$ cat src/rtl/fpu_op_issuer.sv
// fpu_op_issuer
// Takes one floating-point operation from the integer pipeline, issues it to
// the FPU with a one-cycle request pulse, then waits for the FPU done strobe
// or a timeout. The result and its destination tag go to writeback. A NaN
// operand skips the FPU and returns the canonical quiet NaN. The block also
// counts completed writebacks and timeouts.
//
// Ports
//   Clk, rst             clock (rising edge), asynchronous active-low reset
//   in_valid/in_ready    operation handshake from the integer pipeline
//   in_op/in_rs1/in_rs2  operation code (0 ADD,1 SUB,2 MULT,3 DIV) and operands
//   in_rd                destination register tag
//   fpu_req              one-cycle issue pulse to the FPU
//   fpu_sel/rs1/rs2      operation and operands presented to the FPU
//   fpu_done/result      FPU result strobe and value
//   wb_valid/wb_ready    response handshake to writeback
//   wb_rd/wb_data/wb_err response tag, value, and timeout flag
//   op_count             completed writebacks (wraps)
//   timeout_count        timeouts taken (saturates at 255)
//   dbg_state            current FSM state (0 IDLE,1 ISSUE,2 WAIT,3 RESP)
//
// Handshake semantics: a transfer happens on a rising edge where valid and
// ready are both high. Valid is held with stable payload until that edge.
// Ready may depend on state only, never on the same-cycle valid.
module fpu_op_issuer #(
  parameter int TIMEOUT = 64,
  parameter int TAG_W   = 5,
  parameter int CNT_W   = 16
) (
  input  logic             Clk,
  input  logic             rst,
  input  logic             in_valid,
  output logic             in_ready,
  input  logic [1:0]       in_op,
  input  logic [31:0]      in_rs1,
  input  logic [31:0]      in_rs2,
  input  logic [TAG_W-1:0] in_rd,
  output logic             fpu_req,
  output logic [1:0]       fpu_sel,
  output logic [31:0]      fpu_rs1,
  output logic [31:0]      fpu_rs2,
  input  logic             fpu_done,
  input  logic [31:0]      fpu_result,
  output logic             wb_valid,
  input  logic             wb_ready,
  output logic [TAG_W-1:0] wb_rd,
  output logic [31:0]      wb_data,
  output logic             wb_err,
  output logic [CNT_W-1:0] op_count,
  output logic [7:0]       timeout_count,
  output logic [1:0]       dbg_state
);

  localparam int CW = $clog2(TIMEOUT);
  localparam logic [CW-1:0] LAST = CW'(TIMEOUT - 1);
  localparam logic [31:0] QNAN = 32'h7FC0_0000;

  typedef enum logic [1:0] {
    S_IDLE  = 2'd0,
    S_ISSUE = 2'd1,
    S_WAIT  = 2'd2,
    S_RESP  = 2'd3
  } state_t;

  state_t state, state_next;
  logic [CW-1:0] cnt;
  logic accept, nan_in, timeout_hit;

  function automatic logic is_nan(input logic [31:0] x);
    return (x[30:23] == 8'hFF) && (x[22:0] != 23'd0);
  endfunction

  assign in_ready    = (state == S_IDLE);
  assign fpu_req     = (state == S_ISSUE);
  assign wb_valid    = (state == S_RESP);
  assign dbg_state   = state;
  assign accept      = in_valid && in_ready;
  assign nan_in      = is_nan(in_rs1) || is_nan(in_rs2);
  // Done has priority over the timeout in the same cycle.
  assign timeout_hit = (state == S_WAIT) && !fpu_done && (cnt == LAST);

  always_ff @(posedge Clk or negedge rst) begin
    if (!rst) state <= S_IDLE;
    else      state <= state_next;
  end

  always_comb begin
    state_next = state;
    case (state)
      S_IDLE:  if (accept) state_next = nan_in ? S_RESP : S_ISSUE;
      S_ISSUE: state_next = S_WAIT;
      S_WAIT:  if (fpu_done || timeout_hit) state_next = S_RESP;
      S_RESP:  if (wb_ready) state_next = S_IDLE;
      default: state_next = S_IDLE;
    endcase
  end

  always_ff @(posedge Clk or negedge rst) begin
    if (!rst) begin
      cnt           <= '0;
      fpu_sel       <= 2'd0;
      fpu_rs1       <= 32'd0;
      fpu_rs2       <= 32'd0;
      wb_rd         <= '0;
      wb_data       <= 32'd0;
      wb_err        <= 1'b0;
      op_count      <= '0;
      timeout_count <= 8'd0;
    end else begin
      case (state)
        S_IDLE: begin
          if (accept) begin
            wb_rd <= in_rd;
            if (nan_in) begin
              wb_data <= QNAN;
              wb_err  <= 1'b0;
            end else begin
              // FPU-facing operands only change when an operation is issued;
              // a NaN bypass leaves them as they were.
              fpu_sel <= in_op;
              fpu_rs1 <= in_rs1;
              fpu_rs2 <= in_rs2;
            end
          end
        end
        S_ISSUE: cnt <= '0;
        S_WAIT: begin
          if (fpu_done) begin
            wb_data <= fpu_result;
            wb_err  <= 1'b0;
          end else if (timeout_hit) begin
            wb_data <= QNAN;
            wb_err  <= 1'b1;
            if (timeout_count != 8'hFF) timeout_count <= timeout_count + 8'd1;
          end else begin
            cnt <= cnt + CW'(1);
          end
        end
        S_RESP: if (wb_ready) op_count <= op_count + CNT_W'(1);
        default: ;
      endcase
    end
  end

endmodule
$ cat config.mk
export PLATFORM = sky130hd
export DESIGN_NAME = fpu_op_issuer
export DESIGN_NICKNAME = d
export VERILOG_FILES = /design/src/rtl/fpu_op_issuer.sv
export SDC_FILE = /design/constraint.sdc
export NUM_CORES = 1
export LEC_CHECK = 0
export CORE_MARGIN = 2
export CORE_UTILIZATION = 48
export CTS_BUF_LIST = sky130_fd_sc_hd__clkbuf_8
export CTS_CLUSTER_DIAMETER = 150
export CTS_CLUSTER_SIZE = 28
export DETAILED_ROUTE_END_ITERATION = 6
export GPL_TIMING_DRIVEN = 0
export PLACE_DENSITY = 0.87
export SYNTH_ARGS = -nofsm -noshare
export SYNTH_HDL_FRONTEND = slang
export SYNTH_SLANG_ARGS = --single-unit
$ cat constraint.sdc
create_clock -name Clk -period 3.81 [get_ports Clk]
set_clock_uncertainty 0.1 [all_clocks]
set_input_delay 0.762 -clock Clk [delete_from_list [all_inputs] [get_ports Clk]]
set_output_delay 0.762 -clock Clk [all_outputs]
set_load 0.05 [all_outputs]
After elaboration in Yosys (flattened, before gate mapping)
Cells that the tools add are included.
- add/subtract/negate cells: 3
- eq/ne operators: 14
- muxes and demuxes: 18
- bitwise operators: 2
- reduce and logical (&&, ||, !) cells: 20
- operator list (operator ; number):
    $mux 32 ; 4
    $pmux 32 s2 ; 1
    $reduce_bool 23->1 ; 2
    $add 16x1->16 const B ; 1
    $eq 8x8->1 const B ; 2
    $mux 6 ; 2
    $pmux 6 s2 ; 1
    $reduce_and 3->1 ; 3
    $add 8x1->8 const B ; 1
    $mux 2 ; 4
    $ne 2x1->1 const B ; 4
    $ne 8x8->1 const B ; 1
    $pmux 2 s4 ; 1
    $reduce_and 4->1 ; 2
    $add 6x1->6 const B ; 1
    $eq 6x6->1 const B ; 1
    $logic_and 1x1->1 ; 5
    $eq 2x2->1 const B ; 2
    $mux 1 ; 4
    $ne 2x2->1 const B ; 2
    $reduce_and 2->1 ; 2
    $reduce_bool 2->1 ; 2
    $ne 3x3->1 const B ; 1
    $eq 2x1->1 const B ; 1
    other kinds (5) ; 7
- flip-flop bits (word level): 136
- bits of input ports: 108
- output and inout port bits: 133
- logic and storage cells: 67

Depth between registers and ports, before layout
Gate-level depths: netlist of the first run.
- depth after elaboration: 6
- depth in mapped cells: 9
- depth with buffers taken out: 7

Least setup slack after synthesis of the first run
OpenSTA, ideal clock, no wires.
- kind: flip-flop to flip-flop
- start point: register state[0] (netlist: dbg_state[0])
- end point: register wb_data[10]
- setup time: 125 ps
- arrival: 2642 ps
- required time: 3585 ps
- setup slack: 943 ps
- cell stages (with the launch flop): 10
- buffers on the path: 2
- period minus slack after synthesis: 2867 ps
- cell sequence: dfrtp_1 inv_1 ha_1 buf_2 nand2_1 o21ai_0 nand2_1 a31oi_2 buf_2 mux2_2
- elaborated cells on any way between the ends: 11
- those cells by class: eq/ne: 4; mux: 1; reduce/logical: 6
- RTL lines (what ; RTL line ; RTL):
    from (decl) ; 65 ; state_t state, state_next;
    from (signal assigned) ; 84 ; else state <= state_next;
    $logic_not 2->1 (*) ; 73 ; assign in_ready = (state == S_IDLE);
    net in_ready ; 33 ; output logic in_ready,
    $logic_and 1x1->1 ; 77 ; assign accept = in_valid && in_ready;
    $ne 2x1->1 (no line) ; -- ;
    $reduce_and 4->1 (no line) ; -- ;
    to (signal assigned) ; 129 ; wb_data <= fpu_result;
    to (decl) ; 47 ; output logic [31:0] wb_data,
Mark *: on every way through the listed nets, which the timed path passes. The rest lies on a longest branch.
A chain may end at the register's enable or synchronous reset.

Final worst setup path of the first run
- start point: register state[0] (netlist: dbg_state[0])
- end point: output port wb_valid
- word-level cells in the longest chain between the ends: 1
- ends and longest elaborated chain (what ; RTL line ; RTL):
    $eq 2x2->1 ; 75 ; assign wb_valid = (state == S_RESP);
    to (decl) ; 44 ; output logic wb_valid,
Every way passes these cells.

==> results of run 1 <==
[per-stage QoR]
step	instances	hold WS, ns
6_report	879	0.1783
2_1_floorplan	439	0.3664
3_5_place_dp	848	0.3658
4_1_cts	879	0.1744
5_1_grt	879	0.2021
3_3_place_gp	847	0.3615
[registers in the layout (all words and copies together), names as in the netlist]
name and count:
fpu_rs1 32, fpu_rs2 32, wb_data 32, op_count 16, timeout_count 8, cnt 6, wb_rd 5, dbg_state 2
fpu_sel 2, wb_err 1
[worst min-delay path by stage]
stage | from | endpoint | slack [ns] | cells after the start
4_1_cts | rst | wb_data[9] | 0.17 | 1
5_1_grt | rst | wb_data[3] | 0.20 | 1
3_5_place_dp | op_count[15] | op_count[15] | 0.37 | 1
6_report | rst | wb_data[9] | 0.18 | 1
2_1_floorplan | rst | cnt[0] | 0.37 | 0
3_3_place_gp | op_count[15] | op_count[15] | 0.36 | 1
[cell families (layout without fill, tap and decap cells)]
| logic type | after synthesis | count (layout) | share of synthesized area, % |
|---|---|---|---|
| DFF | 136 | 136 | 57.18 |
| and+or+nand+nor | 110 | 110 | 9.943 |
| muxes | 108 | 108 | 22.72 |
| buffers and inverters | 32 | 304 | 2.712 |
| AOI/OAI and AO/OA | 25 | 25 | 2.880 |
| xor gates and xnor gates | 21 | 21 | 3.090 |
| adders and majority gates | 7 | 7 | 1.471 |
[cells in the mapped netlist, drive strengths merged, types with 2 or more instances]
cell type and instances:
xor2 8, ha 7, a31oi 3, nor3 3
xnor2 13, mux2i 11, mux2 97, nand4 12
or2 3, nand3 10, nor2b 2, nand2 17
nor4 12, buf 10, clkbuf 6, nor2 18
a22o 5, a21oi 2, inv 16, dfrtp 136
o21ai 10, and2 2, and3 27, and4 3
[metal layers]
layer  global-route usage, %  up-vias  wire (um)
met1                   26.69     2200       5867
met5                       0        -          0
li1                        -     2077          -
met4                   9.558        0        340
met2                   41.17      179       7769
met3                   8.487       30       1271
[power by group through the flow]
stage / combinational, W / clock, W / sequential [W]
final: 0.00492 / 0.00105 / 0.00237
after global routing: 0.00512 / 0.00115 / 0.00244
after CTS: 0.00495 / 0.00109 / 0.00237
after detailed placement: 0.00494 / 0 / 0.00239
after global placement: 0.00485 / 0 / 0.00236
after floorplan: 0.00128 / 0 / 0.00436
[placed cells by master (no fill, tap or decap), types with 11 or more instances in the layout]
| cell type | n |
|---|---|
| nand2_1 | 17 |
| mux2i_1 | 11 |
| and3_1 | 27 |
| xnor2_1 | 13 |
| nor4_1 | 12 |
| mux2_4 | 40 |
| nand4_1 | 12 |
| clkdlybuf4s50_1 | 239 |
| mux2_2 | 50 |
| clkbuf_8 | 20 |
| nor2_1 | 18 |
| inv_1 | 24 |
| dfrtp_1 | 136 |
[worst max-delay path, stage by stage (launching register included)]
cell	delay, ns
dfrtp_1	0.44
ha_1	0.28
clkdlybuf4s50_1	0.86
[final cells by class]
cell class / instances / area share (%)
plain buffers: 16 / 1.134
clock buffers: 20 / 3.080
clock inverters: 11 / 0.7839
inverters: 16 / 0.6719
multi-input cells: 271 / 26.71
flip-flops and latches: 136 / 38.07
well taps: 168 / 2.352
repair buffers: 241 / 27.20
==> results.tsv, run 1 <==
metric	value	unit
Initial Utilization	49.35	%
crit path DAT	2.02	ns
setup slack, reg-to-reg	1.17	ns
clock share of power	12.6	%
Crit Path Class	flop to primary output	
Cell Pwr Density	933.2	nW/um2
Synth Flop Type	dfrtp_1	
Final setup viols	0	
first-pass GRT wire length	24280	um
Total Wirelength	15250	um
RSZ-0062 raised after global routing	false	
min cycle time layout	2.887	ns
combinational power share	58.9	%
Die X	115.4	um
CTS Root Cell	clkbuf_8	
vias	4486	
post-CTS sizing	0	
outcome	finished clean	
# diodes	0	
post-synthesis net count	554	
Util after Layout	74.11	%
r2r startpoint	dbg_state[0]	
Initial DRT Pass Iterations	4	
share of cells above drive strength 1	18.14	%
Worst setup startpoint	dbg_state[0]	
Clock Latency Late Sink	0.44	ns
Switch Pwr	0.003883	W
Setup WS pre-CTS	0.5477	ns
Critical Path Fanout Max	5	
Boundary Pins	241	
Die ar.	13310	um2
drt drc	0	
post-DP HPWL	11750	um
Max-Cap Viols	0	
Critical Path End	wb_valid	
Leak	4.111	nW
ANT nets after route	0	
DP Area	8593	um2
# clock sinks	136	
GRT Residual Overflow	0	
I/O Buffers	240	
largest net degree at the start of global routing	79	
sw frac	46.56	%
Fmax	346.4	MHz
CTS tree	built	
Post-synth EDFFs	0	
slew at the pin with the worst max-slew slack	0.6060	ns
Reg2Reg Depth	9	
Mapped Area	5952	um2
post-DR vias/cell	5.104	
largest area contributor in the netlist	dfrtp_1	
ys async rst share	100.0	%
Final #Nets	814	
sequential element share of the synthesized area	57.18	%
Synth warnings	0	
distinct cell type count after synthesis	37	
Synth Area per Inst	13.56	um2
Syn Inst Count	439	
initial antenna violation count	0	
internal power	0.004458	W
area delta synth->final	50.18	%
GRT Overall Usage	23.76	%
#FFs+latches synth	136	
RD Place Congestion	0.8137	
Filler Cells Inserted	807	
Post-CTS Repair Setup Buffers	0	
Seq pwr share	28.4	%
Core Rows	40	
post-synth top area share	57.18	%
finished layout cell area	8939	um2
CTS max path bufs	2	
detail-routed net length per standard cell	17.35	um
Critical Path Start Type	flop	
maximum vdd drop	0.7255	mV
Crit path required time	2.95	ns
RR Endpoint	wb_data[1]	
CTS HTree Levels	4	
vias in the first global route	4840	
hold buffers post-CTS	0	
total power draw	0.008341	W
max_slew headroom	59.41	%
final setup margin	0.9233	ns
Final Hold Fails	0	
Pins Over Slew Limit	0	
die extent in y	115.4	um
Fin Setup TNS	0	ns
Iter 0 DRT Violations	262	
CTS Buf Count	17	
Worst Setup End Kind	primary output	
core box area	12060	um2
Hold WC Path Type	primary input to asynchronous set/reset pin	
area of the multi-input gates	2387	um2
Reg clk slew, reported paths	0.07	ns
fin crit share	75.77	%
most area-consuming cells after synthesis	dfrtp_1 (57%), mux2_4 (10%), mux2_2 (9.5%), and3_1 (2.8%), xnor2_1 (1.9%)	
Register Area	3403	um2
Note: power is estimated with default switching activity, not from simulation.
==> run 2: changes to the inputs <==
CORE_UTILIZATION = 45   (was 48)
PLACE_DENSITY = 0.82   (was 0.87)
clock period = 2.8 ns   (was 3.81 ns; I/O delays follow)
==> run 2 against run 1 <==
Net effect:
- worst setup slack worse by 0.75 ns
- non-clock buffer count stayed put
- final cell count is 0.80% higher
- sequential power is 36% higher
- critical endpoint is now in_ready
- highest routed layer unchanged
==> results.tsv, run 2 (synthesis results as in run 1) <==
metric	value	unit	change
drt drc	0		unchanged
share of cells above drive strength 1	18.87	%	was 18.14%
GR Util met3	7.375	%	was 8.487%
Initial Utilization	45.49	%	was 49.35%
detail-routed net length per standard cell	17.22	um	was 17.35 um
crit path DAT	1.97	ns	was 2.02 ns
Worst Setup End Kind	primary output		unchanged
final setup margin	0.1705	ns	was 0.9233 ns
most common cell after layout, fill and taps aside	clkdlybuf4s50_1		unchanged
Seq pwr share	28.6	%	was 28.4%
Initial DRT Pass Iterations	4		unchanged
Setup WS pre-CTS	-0.3369	ns	was 0.5477 ns
post-DR vias/cell	5.094		was 5.104
min cycle time layout	2.629	ns	
Post-CTS Repair Setup Buffers	0		unchanged
core box area	13090	um2	was 12060 um2
Crit Path Class	flop to primary output		unchanged
Final Hold Fails	0		unchanged
sw frac	46.95	%	was 46.56%
Die ar.	14160	um2	was 13310 um2
# clock sinks	136		unchanged
vias in the first global route	5000		was 4840
Most Used Layer, Global Route	met2		unchanged
first-pass GRT wire length	25010	um	was 24280 um
Core Rows	42		was 40
initial antenna violation count	0		unchanged
Worst setup startpoint	dbg_state[0]		unchanged
r2r startpoint	dbg_state[0]		unchanged
fin crit share	93.91	%	
Die X	119.0	um	was 115.4 um
CTS HTree Levels	4		unchanged
grt met2 use	38.90	%	was 41.17%
Critical Path Fanout Max	5		unchanged
CTS Buf Count	17		unchanged
GRT Overall Usage	22.50	%	was 23.76%
Cell Pwr Density	1262	nW/um2	was 933.2 nW/um2
Crit path required time	2.14	ns	was 2.95 ns
Hold WC Path Type	primary input to asynchronous set/reset pin		unchanged
RSZ-0062 raised after global routing	false		unchanged
setup slack, reg-to-reg	0.29	ns	was 1.17 ns
maximum vdd drop	0.8624	mV	was 0.7255 mV
most frequent cells in the layout	clkdlybuf4s50_1 (239), dfrtp_1 (136), mux2_2 (50), mux2_4 (40), and3_1 (27)		unchanged
CTS Root Cell	clkbuf_8		unchanged
RD Place Congestion	0.8355		was 0.8137
RR Endpoint	wb_data[5]		was wb_data[1]
CTS tree	built		unchanged
hold buffers post-CTS	0		unchanged
clock share of power	11.9	%	was 12.6%
Critical Path Start Type	flop		unchanged
Reg clk slew, reported paths	0.07	ns	about the same
Switch Pwr	0.005298	W	was 0.003883 W
Clock Latency Late Sink	0.43	ns	was 0.44 ns
Max-Cap Viols	0		unchanged
Boundary Pins	241		unchanged
Iter 0 DRT Violations	150		was 262
post-DP HPWL	11600	um	was 11750 um
I/O Buffers	240		unchanged
Total Wirelength	15250	um	about the same
Critical Path End	in_ready		was wb_valid
outcome	finished clean		unchanged
Final setup viols	0		unchanged
ANT nets after route	0		unchanged
vias	4513		was 4486
Fin Setup TNS	0	ns	unchanged
# diodes	0		unchanged
CTS max path bufs	2		unchanged
met1 Usage GRT	26.13	%	was 26.69%
die extent in y	119.0	um	was 115.4 um
Pins Over Slew Limit	0		unchanged
max_slew headroom	57.96	%	was 59.41%
GRT Residual Overflow	0		unchanged
largest net degree at the start of global routing	74		was 79
combinational power share	59.5	%	was 58.9%
Final #Nets	814		unchanged
area delta synth->final	50.24	%	was 50.18%
Largest regs	fpu_rs1: 32 flops, fpu_rs2: 32 flops, wb_data: 32 flops		unchanged
Fmax	380.3	MHz	
slew at the pin with the worst max-slew slack	0.6276	ns	was 0.6060 ns
Leak	4.095	nW	was 4.111 nW
internal power	0.005985	W	was 0.004458 W
Reg2Reg Depth	9		unchanged
[run 2: changes by cell type in the layout (fill, tap and decap cells not counted)]
| cell | before | now |
|---|---|---|
| a31oi_2 | 1 | 0 |
| bufinv_16 | 1 | 0 |
| nand2_2 | 0 | 1 |
| a31oi_4 | 0 | 1 |
| ha_1 | 7 | 6 |
| nand2_1 | 17 | 16 |
| ha_2 | 0 | 1 |
| inv_1 | 24 | 22 |
| o21ai_1 | 3 | 1 |
| o21ai_2 | 0 | 2 |
| clkinv_2 | 2 | 4 |
[run 2: stage by stage]
| stage | hold slack [ns] | cell area [um2] | cells | util (%) | power (W) |
|---|---|---|---|---|---|
| 4_1_cts | 0.002392 | 8924 | 886 | 68.20 | 0.01137 |
| 3_3_place_gp | 0.3619 | 8577 | 855 | 65.55 | 0.009819 |
| 2_1_floorplan | 0.1644 | 5954 | 439 | - | 0.007686 |
| 6_report | 0.005542 | 8942 | 886 | 68.34 | 0.01128 |
| 5_1_grt | 0.03854 | 8942 | 886 | 68.34 | 0.01178 |
| 3_5_place_dp | 0.3618 | 8606 | 856 | 65.77 | 0.009986 |
[run 2: timing repair]
item / 4_1_cts / 5_1_grt
endpoints found under the hold margin: 0 / 0
gates resized for setup: 0 / 4
setup endpoints to repair: 0 / 62
[run 2: worst min-delay path by stage]
stage | startpoint | to | slack (ns)
6_report | rst | wb_data[10] | 0.006
5_1_grt | rst | wb_data[10] | 0.04
4_1_cts | rst | fpu_rs1[23] | 0.002
3_5_place_dp | op_count[15] | op_count[15] | 0.36
3_3_place_gp | op_count[15] | op_count[15] | 0.36
2_1_floorplan | rst | cnt[0] | 0.16
[run 2: layout make-up]
type                    count  area (um2)
inverters                  16       60.06
clock buffers              20       275.3
repair buffers            241        2431
plain buffers              16       101.3
clock inverters            10       42.54
multi-input cells         271        2409
fillers                   952        4143
well taps                 176       220.2
flip-flops and latches    136        3403
[run 2: per-layer routing]
| layer | share of wire (%) | vias up | wire length (um) |
|---|---|---|---|
| li1 | - | 2085 | - |
| met1 | 40 | 2243 | 6065 |
| met2 | 52 | 160 | 7900 |
| met3 | 6.6 | 25 | 1004 |
| met4 | 1.9 | 0 | 283 |
| met5 | 0 | - | 0 |
[run 2: critical path: stages (launching register included)]
cell	delay [ns]
dfrtp_1	0.43
inv_1	0.11
ha_2	0.19
clkdlybuf4s50_1	0.82
[run 2: power groups by stage]
stage | Combinational [W] | Sequential, W | Clock [W]
after floorplan | 0.00175 | 0.00593 | 0
after global placement | 0.00661 | 0.00321 | 0
after detailed placement | 0.00674 | 0.00325 | 0
after CTS | 0.00675 | 0.00324 | 0.00138
after global routing | 0.00699 | 0.00334 | 0.00146
final | 0.00671 | 0.00323 | 0.00134
==> run 3: changes to the inputs <==
CORE_UTILIZATION = 48   (was 45)
PLACE_DENSITY = 0.87   (was 0.82)
SETUP_SLACK_MARGIN = 0.02   (was unset)
clock period = 3.1 ns   (was 2.8 ns; I/O delays follow)
==> results of run 3 <==
The final DEF is identical to that of run 1. Status: finished clean.
Among the figures that moved: setup slack after placement 0.5477 ns -> -0.02033 ns; setup slack after layout 0.9233 ns -> 0.3553 ns; hold slack 0.1783 ns -> 0.03625 ns; register-to-register setup slack 1.17 ns -> 0.46 ns; total power 0.008341 W -> 0.01025 W; worst IR drop on VDD 0.7255 mV -> 0.8916 mV
